<file path="config.mk">
export PLATFORM = sky130hd
export DESIGN_NAME = w80386_prefetch_queue_flat
export DESIGN_NICKNAME = d
export VERILOG_FILES = /design/src/rtl/w80386_prefetch_queue_if.sv /design/src/rtl/w80386_prefetch_queue.sv /design/src/flat_wrapper.sv
export SDC_FILE = /design/constraint.sdc
export NUM_CORES = 2
export LEC_CHECK = 0
export BUFFER_PORTS_ARGS = -buffer_cell sky130_fd_sc_hd__clkbuf_2
export CORE_MARGIN = 10
export CORE_UTILIZATION = 25
export DETAILED_ROUTE_END_ITERATION = 8
export HOLD_SLACK_MARGIN = 0.12
export PLACE_DENSITY = 0.52
export REMOVE_ABC_BUFFERS = 1
export SLEW_MARGIN = 20
export SYNTH_ARGS = -nofsm -noshare
export SYNTH_HDL_FRONTEND = slang
export SYNTH_SLANG_ARGS = --single-unit
</file>
<file path="constraint.sdc">
create_clock -name clock -period 5.6 [get_ports clock]
set_clock_uncertainty 0.05 [all_clocks]
set_input_delay 1.12 -clock clock [delete_from_list [all_inputs] [get_ports clock]]
set_output_delay 1.12 -clock clock [all_outputs]
set_load 0.1 [all_outputs]
</file>
<file path="src/rtl/w80386_prefetch_queue_if.sv">
`default_nettype none
// ============================================================================
// Module   : w80386_prefetch_queue_if
// Brief    : Flush, core-bus read and decode-window signals of the prefetch
//            stage, with a prefetch-side (master) and environment-side (slave) view.
// Revision : 1.0 - initial release
// ============================================================================
interface w80386_prefetch_queue_if;
   logic        flush_valid;
   logic [31:0] flush_address;
   logic        bus_vaild;
   logic        bus_ready;
   logic        bus_write_enable;
   logic [31:0] bus_address;
   logic [31:0] bus_data;
   logic [7:0]  instruction [0:15];
   logic [4:0]  valid_bytes;
   logic [31:0] instruction_address;
   logic        consume_valid;
   logic [3:0]  consume_bytes;
   logic        consume_error;

   modport master (
      input  flush_valid, flush_address, bus_ready, bus_data,
             consume_valid, consume_bytes,
      output bus_vaild, bus_write_enable, bus_address, instruction,
             valid_bytes, instruction_address, consume_error
   );

   modport slave (
      output flush_valid, flush_address, bus_ready, bus_data,
             consume_valid, consume_bytes,
      input  bus_vaild, bus_write_enable, bus_address, instruction,
             valid_bytes, instruction_address, consume_error
   );
endinterface
`default_nettype wire

</file>
<file path="src/rtl/w80386_prefetch_queue.sv">
`default_nettype none
// ============================================================================
// Module   : w80386_prefetch_queue
// Brief    : Byte-granular circular prefetch queue feeding a 16-byte decode
//            window from 32-bit core-bus reads, with flush re-steering.
// Revision : 1.0 - initial release
// ============================================================================
module w80386_prefetch_queue #(
   parameter int QUEUE_BYTES = 32
) (
   input  wire logic               clock,
   input  wire logic               reset,
   w80386_prefetch_queue_if.master bus
);
   localparam int c_ptr_w = $clog2(QUEUE_BYTES);
   localparam int c_cnt_w = c_ptr_w + 1;
   localparam logic [c_cnt_w-1:0] c_space_lim = c_cnt_w'(QUEUE_BYTES - 4);
   localparam logic [c_cnt_w-1:0] c_window    = c_cnt_w'(16);

   typedef enum logic [1:0] {
      IDLE    = 2'd0,
      REQUEST = 2'd1,
      DISCARD = 2'd2
   } state_t;

   state_t             state_q, state_d;
   logic [7:0]         mem_q [QUEUE_BYTES];
   logic [7:0]         mem_d [QUEUE_BYTES];
   logic [c_ptr_w-1:0] head_q, head_d;
   logic [c_ptr_w-1:0] tail_q, tail_d;
   logic [c_cnt_w-1:0] count_q, count_d;
   logic [31:0]        fetch_address_q, fetch_address_d;
   logic [31:0]        bus_address_q, bus_address_d;
   logic [31:0]        instruction_address_q, instruction_address_d;
   logic [1:0]         skip_q, skip_d;
   logic               consume_error_q, consume_error_d;

   logic               w_accept;
   logic               w_push;
   logic [2:0]         w_push_bytes;
   logic [c_cnt_w-1:0] w_pop_cnt;
   logic [c_cnt_w-1:0] w_push_cnt;
   logic [4:0]         w_valid_bytes;
   logic [7:0]         w_window [0:15];

   assign w_valid_bytes = (count_q >= c_window) ? 5'd16 : count_q[4:0];
   assign w_accept      = bus.consume_valid && (bus.consume_bytes != 4'd0) &&
                          ({1'b0, bus.consume_bytes} <= w_valid_bytes);
   assign w_push        = (state_q == REQUEST) && bus.bus_ready;
   assign w_push_bytes  = 3'd4 - {1'b0, skip_q};
   assign w_pop_cnt     = w_accept ? c_cnt_w'(bus.consume_bytes) : '0;
   assign w_push_cnt    = w_push ? c_cnt_w'(w_push_bytes) : '0;

   always_comb begin
      state_d               = state_q;
      mem_d                 = mem_q;
      head_d                = head_q;
      tail_d                = tail_q;
      count_d               = count_q;
      fetch_address_d       = fetch_address_q;
      instruction_address_d = instruction_address_q;
      skip_d                = skip_q;
      consume_error_d       = 1'b0;

      if (bus.flush_valid) begin
         head_d                = '0;
         tail_d                = '0;
         count_d               = '0;
         instruction_address_d = bus.flush_address;
         fetch_address_d       = {bus.flush_address[31:2], 2'b00};
         skip_d                = bus.flush_address[1:0];
         // An outstanding read cannot be aborted; its data must be soaked up first.
         state_d = ((state_q != IDLE) && !bus.bus_ready) ? DISCARD : REQUEST;
      end else begin
         if (w_accept) begin
            head_d                = head_q + c_ptr_w'(bus.consume_bytes);
            instruction_address_d = instruction_address_q + {28'd0, bus.consume_bytes};
         end else if (bus.consume_valid) begin
            consume_error_d = 1'b1;
         end

         if (w_push) begin
            for (int k = 0; k < 4; k++) begin
               if (2'(k) >= skip_q) begin
                  mem_d[tail_q + c_ptr_w'(k) - c_ptr_w'(skip_q)] = bus.bus_data[8*k +: 8];
               end
            end
            tail_d          = tail_q + c_ptr_w'(w_push_bytes);
            fetch_address_d = fetch_address_q + 32'd4;
            skip_d          = 2'd0;
         end

         count_d = count_q - w_pop_cnt + w_push_cnt;

         case (state_q)
            IDLE:    state_d = (count_d <= c_space_lim) ? REQUEST : IDLE;
            REQUEST: if (bus.bus_ready) state_d = (count_d <= c_space_lim) ? REQUEST : IDLE;
            DISCARD: if (bus.bus_ready) state_d = REQUEST;
            default: state_d = IDLE;
         endcase
      end
   end

   // The address of a request being discarded must stay on the bus until it completes.
   assign bus_address_d = (state_d == DISCARD) ? bus_address_q : fetch_address_d;

   always_ff @(posedge clock or negedge reset) begin
      if (!reset) begin
         state_q               <= IDLE;
         mem_q                 <= '{default: 8'h00};
         head_q                <= '0;
         tail_q                <= '0;
         count_q               <= '0;
         fetch_address_q       <= '0;
         bus_address_q         <= '0;
         instruction_address_q <= '0;
         skip_q                <= 2'd0;
         consume_error_q       <= 1'b0;
      end else begin
         state_q               <= state_d;
         mem_q                 <= mem_d;
         head_q                <= head_d;
         tail_q                <= tail_d;
         count_q               <= count_d;
         fetch_address_q       <= fetch_address_d;
         bus_address_q         <= bus_address_d;
         instruction_address_q <= instruction_address_d;
         skip_q                <= skip_d;
         consume_error_q       <= consume_error_d;
      end
   end

   always_comb begin
      for (int i = 0; i < 16; i++) begin
         w_window[i] = (5'(i) < w_valid_bytes) ? mem_q[head_q + c_ptr_w'(i)] : 8'h00;
      end
   end

   assign bus.instruction         = w_window;
   assign bus.bus_vaild           = (state_q != IDLE);
   assign bus.bus_write_enable    = 1'b0;
   assign bus.bus_address         = bus_address_q;
   assign bus.valid_bytes         = w_valid_bytes;
   assign bus.instruction_address = instruction_address_q;
   assign bus.consume_error       = consume_error_q;
endmodule
`default_nettype wire

</file>
<file path="src/flat_wrapper.sv">
// flat-port wrapper written by rule: the top's interface ports become plain ports
module w80386_prefetch_queue_flat 
#(
   parameter int QUEUE_BYTES = 32
)
  (clock, reset, bus_flush_valid, bus_flush_address, bus_bus_ready, bus_bus_data, bus_consume_valid, bus_consume_bytes, bus_bus_vaild, bus_bus_write_enable, bus_bus_address, bus_instruction, bus_valid_bytes, bus_instruction_address, bus_consume_error);
  w80386_prefetch_queue_if bus_i ();
  input  wire logic clock;
  input  wire logic reset;
  input wire logic [$bits(bus_i.flush_valid)-1:0] bus_flush_valid;
  input wire logic [$bits(bus_i.flush_address)-1:0] bus_flush_address;
  input wire logic [$bits(bus_i.bus_ready)-1:0] bus_bus_ready;
  input wire logic [$bits(bus_i.bus_data)-1:0] bus_bus_data;
  input wire logic [$bits(bus_i.consume_valid)-1:0] bus_consume_valid;
  input wire logic [$bits(bus_i.consume_bytes)-1:0] bus_consume_bytes;
  output wire logic [$bits(bus_i.bus_vaild)-1:0] bus_bus_vaild;
  output wire logic [$bits(bus_i.bus_write_enable)-1:0] bus_bus_write_enable;
  output wire logic [$bits(bus_i.bus_address)-1:0] bus_bus_address;
  output wire logic [$bits(bus_i.instruction)-1:0] bus_instruction;
  output wire logic [$bits(bus_i.valid_bytes)-1:0] bus_valid_bytes;
  output wire logic [$bits(bus_i.instruction_address)-1:0] bus_instruction_address;
  output wire logic [$bits(bus_i.consume_error)-1:0] bus_consume_error;
  assign bus_i.flush_valid = bus_flush_valid;
  assign bus_i.flush_address = bus_flush_address;
  assign bus_i.bus_ready = bus_bus_ready;
  assign bus_i.bus_data = bus_bus_data;
  assign bus_i.consume_valid = bus_consume_valid;
  assign bus_i.consume_bytes = bus_consume_bytes;
  assign bus_bus_vaild = bus_i.bus_vaild;
  assign bus_bus_write_enable = bus_i.bus_write_enable;
  assign bus_bus_address = bus_i.bus_address;
  assign bus_instruction = {>>{bus_i.instruction}};
  assign bus_valid_bytes = bus_i.valid_bytes;
  assign bus_instruction_address = bus_i.instruction_address;
  assign bus_consume_error = bus_i.consume_error;
  w80386_prefetch_queue #(.QUEUE_BYTES(QUEUE_BYTES)) u_core (.clock(clock), .reset(reset), .bus(bus_i));
endmodule
</file>
* Word-level counts from Yosys, hierarchy flattened
Cells that the tools add are included.
** Storage, ports and cells
- Bits in registers :: 373
- Input bits :: 73
- Logic and storage cells :: 265
** Operators by class
- $add $sub $neg :: 29
- Order comparisons :: 47
- Eq/ne operators :: 3
- Muxes and demuxes :: 109
- Bitwise logic cells :: 21
- Reduce and logical (&&, ||, !) cells :: 15
** Operators with widths (number)
- 256-bit 2-to-1 mux :: 10
- 256-bit bitwise mux :: 4
- 8-bit binary-select mux with 5-bit select :: 16
- 8-bit 2-to-1 mux :: 52
- 8-bit demux with 5-bit select :: 4
- 32-bit 2-to-1 mux :: 4
- 6-bit greater-or-equal comparator (second input constant) :: 20
- 5-bit inverter with 6-bit output :: 20
- 5-bit by 4-bit adder with 5-bit output (second input constant) :: 8
- 4-bit by 5-bit < comparator with 1-bit output (first input constant) :: 8
- 32-bit by 3-bit adder with 32-bit output (second input constant) :: 1
- 32-bit by 4-bit adder with 32-bit output :: 1
- 5-bit 2-to-1 mux :: 5
- 6-bit by 1-bit < comparator with 1-bit output (second input constant) :: 4
- 5-bit by 2-bit adder with 5-bit output (second input constant) :: 4
- 5-bit by 3-bit adder with 5-bit output (second input constant) :: 4
- 3-bit by 5-bit < comparator with 1-bit output (first input constant) :: 4
- 5-bit by 2-bit subtractor with 5-bit output :: 4
- 2-bit 2-to-1 mux :: 6
- 5-bit by 1-bit adder with 5-bit output (second input constant) :: 2
- 1-bit by 5-bit < comparator with 1-bit output (first input constant) :: 2
- 2-bit by 5-bit < comparator with 1-bit output (first input constant) :: 2
- 1-bit logical AND :: 8
- 6-bit adder :: 1
- other kinds (22) :: 30

* Longest topological paths before layout
- Depth after elaboration :: 20
- Depth in mapped cells :: 23

* Least setup slack after synthesis
OpenSTA, ideal clock, no wires.
- Path kind :: reg-to-reg
- Start point :: reg u_core.count_q[4]
- End point :: reg u_core.state_q[0]
- Arrival :: 6.129 ns
- Setup slack :: -0.712 ns
- Cell stages (with the launch flop) :: 23
- Buffers on the path :: 3
- Clock period less this slack :: 6.312 ns
- Cell sequence :: dfrtp_1 -> inv_1 -> ha_1 -> clkbuf_1 -> clkinv_1 -> nor2_1 -> ha_1 -> nand4_1 -> a21o_1 -> o31a_1 -> clkbuf_1 -> clkbuf_1 -> nor2_1 -> ha_1 -> inv_1 -> ha_1 -> fa_1 -> a21oi_1 -> nor2_1 -> nor2_1 -> xor2_1 -> o311ai_0 -> nand2_1
** On the way
- Longest elaborated chain between the ends :: 12
** RTL lines
- start: declaration :: line w80386_prefetch_queue.sv:31 : logic [c_cnt_w-1:0] count_q, count_d;
- start signal: assignment :: line w80386_prefetch_queue.sv:124 : count_q <= count_d;
- 6-bit by 5-bit greater-or-equal comparator with 1-bit output :: line w80386_prefetch_queue.sv:46 : assign w_valid_bytes = (count_q >= c_window) ? 5'd16 : count_q[4:0];
- 5-bit 2-to-1 mux * :: line w80386_prefetch_queue.sv:46
- net bus_valid_bytes[4] :: line flat_wrapper.sv:20 : output wire logic [$bits(bus_i.valid_bytes)-1:0] bus_valid_bytes;
- 4-bit by 5-bit less-or-equal comparator with 1-bit output * :: line w80386_prefetch_queue.sv:48 : ({1'b0, bus.consume_bytes} <= w_valid_bytes);
- 1-bit logical AND * :: line w80386_prefetch_queue.sv:47 : assign w_accept = bus.consume_valid && (bus.consume_bytes != 4'd0) &&
- 4-bit 2-to-1 mux * :: line w80386_prefetch_queue.sv:51 : assign w_pop_cnt = w_accept ? c_cnt_w'(bus.consume_bytes) : '0;
- 6-bit subtractor * :: line w80386_prefetch_queue.sv:93 : count_d = count_q - w_pop_cnt + w_push_cnt;
- 6-bit adder * :: line w80386_prefetch_queue.sv:93
- 6-bit by 5-bit less-or-equal comparator with 1-bit output * :: line w80386_prefetch_queue.sv:96, w80386_prefetch_queue.sv:97
- 1-bit 2-to-1 mux * :: line w80386_prefetch_queue.sv:96, w80386_prefetch_queue.sv:97
- 2-bit 2-to-1 mux :: line w80386_prefetch_queue.sv:97 : REQUEST: if (bus.bus_ready) state_d = (count_d <= c_space_lim) ? REQUEST : IDLE;
- 2-bit one-hot mux with 3 select lines * :: line w80386_prefetch_queue.sv:95 : case (state_q)
- 2-bit 2-to-1 mux * :: line w80386_prefetch_queue.sv:65 : if (bus.flush_valid) begin
- net u_core.state_d[0] :: line w80386_prefetch_queue.sv:26 : state_t state_q, state_d;
- end signal: assignment :: line w80386_prefetch_queue.sv:120 : state_q <= state_d;
- end: declaration :: line w80386_prefetch_queue.sv:26
The timed path passes the listed nets; every way through them passes the cells marked *.
A chain may end at the register's enable or synchronous reset.

* Worst setup path in the final report
- Start point :: reg u_core.head_q[0]
- End point :: out bus_instruction[97]
** On the way
- Longest elaborated chain between the ends :: 6
** RTL lines
- start: declaration :: line w80386_prefetch_queue.sv:29 : logic [c_ptr_w-1:0] head_q, head_d;
- start signal: assignment :: line w80386_prefetch_queue.sv:111 : head_q <= '0;
- start signal: assignment :: line w80386_prefetch_queue.sv:122 : head_q <= head_d;
- 5-bit by 2-bit adder with 5-bit output :: line w80386_prefetch_queue.sv:135 : w_window[i] = (5'(i) < w_valid_bytes) ? mem_q[head_q + c_ptr_w'(i)] : 8'h00;
- 5-bit inverter with 6-bit output (implied by the code) :: line w80386_prefetch_queue.sv:135
- 8-bit binary-select mux with 5-bit select :: line w80386_prefetch_queue.sv:135
- 8-bit 2-to-1 mux (implied by the code) (2 in series) :: line w80386_prefetch_queue.sv:135
- 8-bit 2-to-1 mux :: line w80386_prefetch_queue.sv:135
- end: declaration :: line flat_wrapper.sv:19 : output wire logic [$bits(bus_i.instruction)-1:0] bus_instruction;
Every way passes these cells. The select of a mux whose other input is x is not followed.

==> metrics <==
Area contributors post-synth dfrtp_1, mux4_2, mux2i_1, a21oi_1, nand3_1; Crit-path slowest cell mux2i_1; Tmin final ~5400 ps; Max Slew Vio Count 0; type of origin of the critical path flip-flop; largest net degree at the start of global routing 170; DRC Markers 0; Req. time, crit path between 4000 and 5000 ps; DR iter-0 viols roughly 7400; Crit Reg-Reg Endpoint u_core.mem_q[35]; pre-CTS worst setup slack approximately 940 ps; Total Routing Usage GR 26.35%; area of the multi-input gates 28340 sq um; hold buffers post-CTS 0; die span in y 416.3 microns; f_max around 190 MHz; critical path arrival 4230 ps; Worst-path clk slew approximately 60 ps; max-cap viol count 0; synth warn 0; Final WS setup 195.7 ps; Syn Std Cell Area ~39000 sq um; Post-CTS Setup Bufs 0; fraction of registers with async set/reset 100.0%; drt total wl 241500 microns; first-pass GRT wire length about 330000 microns; Reg2Reg Setup Slack 980 ps; Yosys top cell by area dfrtp_1; fin util approximately 30%; initial core utilization between 20% and 30%; delay-heaviest family, CP multiplexers; share of post-route cells with drive strength above 1 25.41%; Final Net Count 4474; Seq. cell area 9345 sq um; final worst-path cycle share 96.50%; top cell type's share of synthesized area between 20% and 30%; TritonCTS Sinks ~370; grt ovf 0; hpwl dp 172800 microns; clock latency on the worst-skew pair between 600 and 700 ps; num rows roughly 150; number of global-route vias before repair approximately 41000; crit-path max cell delay roughly 770 ps; hold slack 362.3 ps; Port Buffer Count approximately 270; RSZ-0062 raised after global routing no; worst path cell trace buf_4, buf_4, mux4_2, mux2i_1, mux4_2, nor2_1, buf_12; Slew headroom approximately 10%; filler instances 16290; First-pass DRT Iterations 6; Die X about 420 microns; slew at the pin with the worst max-slew slack roughly 1300 ps; Reg2Reg Launch Point u_core.skip_q[1]; CP bufs+invs 3; worst hold path type primary input to asynchronous set/reset pin; critical path class flip-flop to output pin; TritonCTS buffer count 49; clock buffer depth 3; Layout Area Growth over Synthesis 17.53%; Most used DFF post-synth dfrtp_1; crit path max fanout 40; initial antenna violation count 17; post-route ant nets 0; Final Hold Fails 0; die area ~170000 sq um; Netlist cell types 86; CTS resizes 0; vias per inst 6.807; gpl congestion 1.055; crit path from u_core.head_q[0]; Post-synth EDFFs 0; Worst Setup End Kind output pin; wire per inst roughly 37 microns; IO Pins between 200 and 300; average cell area after synthesis 9.286 sq um; CTS Root Cell clkbuf_16; total number of vias about 44000; R2R cell count 8; FF+latch count, synth around 370; CTS tree built; top post-synthesis cells by count a21oi_1, mux4_2, dfrtp_1, nor2_1, clkbuf_1; # setup viols final 0; cell with the most instances after synthesis a21oi_1; # H-tree levels 2; post-synthesis sequential area ratio roughly a quarter; run status finished, final reports clean; floorplan core area between 150000 and 200000 sq um; synthesized instance count 4229
## routing by layer
metal / up-vias / track usage, % / share of wire [%]
met5: - / 0.5276 / 0.077
met4: 14 / 18.09 / 9.0
met3: 1047 / 13.54 / 16
met2: 4019 / 35.89 / 39
met1: 21780 / 31.76 / 36
li1: 17010 / - / -
## per-stage QoR
stage	instance area [sq um]	setup TNS (ps)	instances
after floorplan	37570	-5450650	3806
after global placement	44370	0	6335
after detailed placement	44380	0	6337
after CTS	46020	0	6424
after global routing	46130	0	6434
final	46150	0	6444
## worst register-to-register path, stage by stage, from the launching register on
cell and delay (ps):
dfrtp_1 460, inv_1 140, ha_1 460, ha_1 300, fa_1 700, nor2_1 840
nand4_1 680, nand2_1 570, o221ai_1 250
## worst max path at each step
stage                     cells past startpoint              endpoint  slack (ps)
after floorplan                               5     u_core.mem_q[103]      -17610
after global placement                        9  bus_instruction[120]         940
after detailed placement                      9  bus_instruction[120]         940
after CTS                                     9  bus_instruction[120]         260
after global routing                          9  bus_instruction[120]          70
final                                         7   bus_instruction[97]         200
## registers in the layout, summed over array words and instances (netlist names)
signal / cells
u_core.count_q: 6
u_core.skip_q: 2
u_core.mem_q: 256
u_core.bus.consume_error: 1
u_core.bus.bus_address: 32
u_core.bus.instruction_address: 32
u_core.state_q: 2
u_core.tail_q: 5
u_core.head_q: 5
u_core.fetch_address_q: 32
## cell usage in the layout, fill, tap and decap left out, drive strengths merged, types with 10 or more instances in the layout
cell type / count
nand3: 243
mux2i: 293
clkinv: 10
a311o: 32
clkbuf: 262
fa: 10
o32a: 23
mux2: 78
a31oi: 92
dfrtp: 373
mux4: 376
nor2: 313
o21ai: 203
xor2: 21
a211oi: 25
nor2b: 21
or4: 14
inv: 54
a211o: 51
and3: 22
nand4: 35
ha: 51
o211ai: 146
xnor2: 47
nand2: 277
and2: 13
o221ai: 57
nor3: 62
or2: 20
o32ai: 50
a21oi: 393
or3: 41
o31ai: 23
nand2b: 33
o22ai: 166
diode: 10
nor4: 47
buf: 293
## cell families after synthesis
group	Yosys count	synth area share, %
and+or+nand+nor	1174	14.60
adders and majority gates	61	2.135
muxes	747	31.27
other	1	0.009550
xor gates and xnor gates	68	1.517
DFF	373	23.77
buffers and inverters	478	4.840
AOI/OAI and AO/OA	1327	21.86
## cell type report
| cell class | count | share of cell area (%) |
|---|---|---|
| multi-input combinational | 3378 | 61.41 |
| antenna | 10 | 0.05422 |
| inverter | 55 | 0.4473 |
| sequential | 373 | 20.25 |
| tap | 2058 | 5.579 |
| clock inverter | 15 | 0.4283 |
| timing repair buffer | 483 | 8.708 |
| clock buffer | 72 | 3.128 |
Power is left out: the tool's default activity adds up to more than one toggle a clock period on the data nets, which glitch-free logic cannot reach.
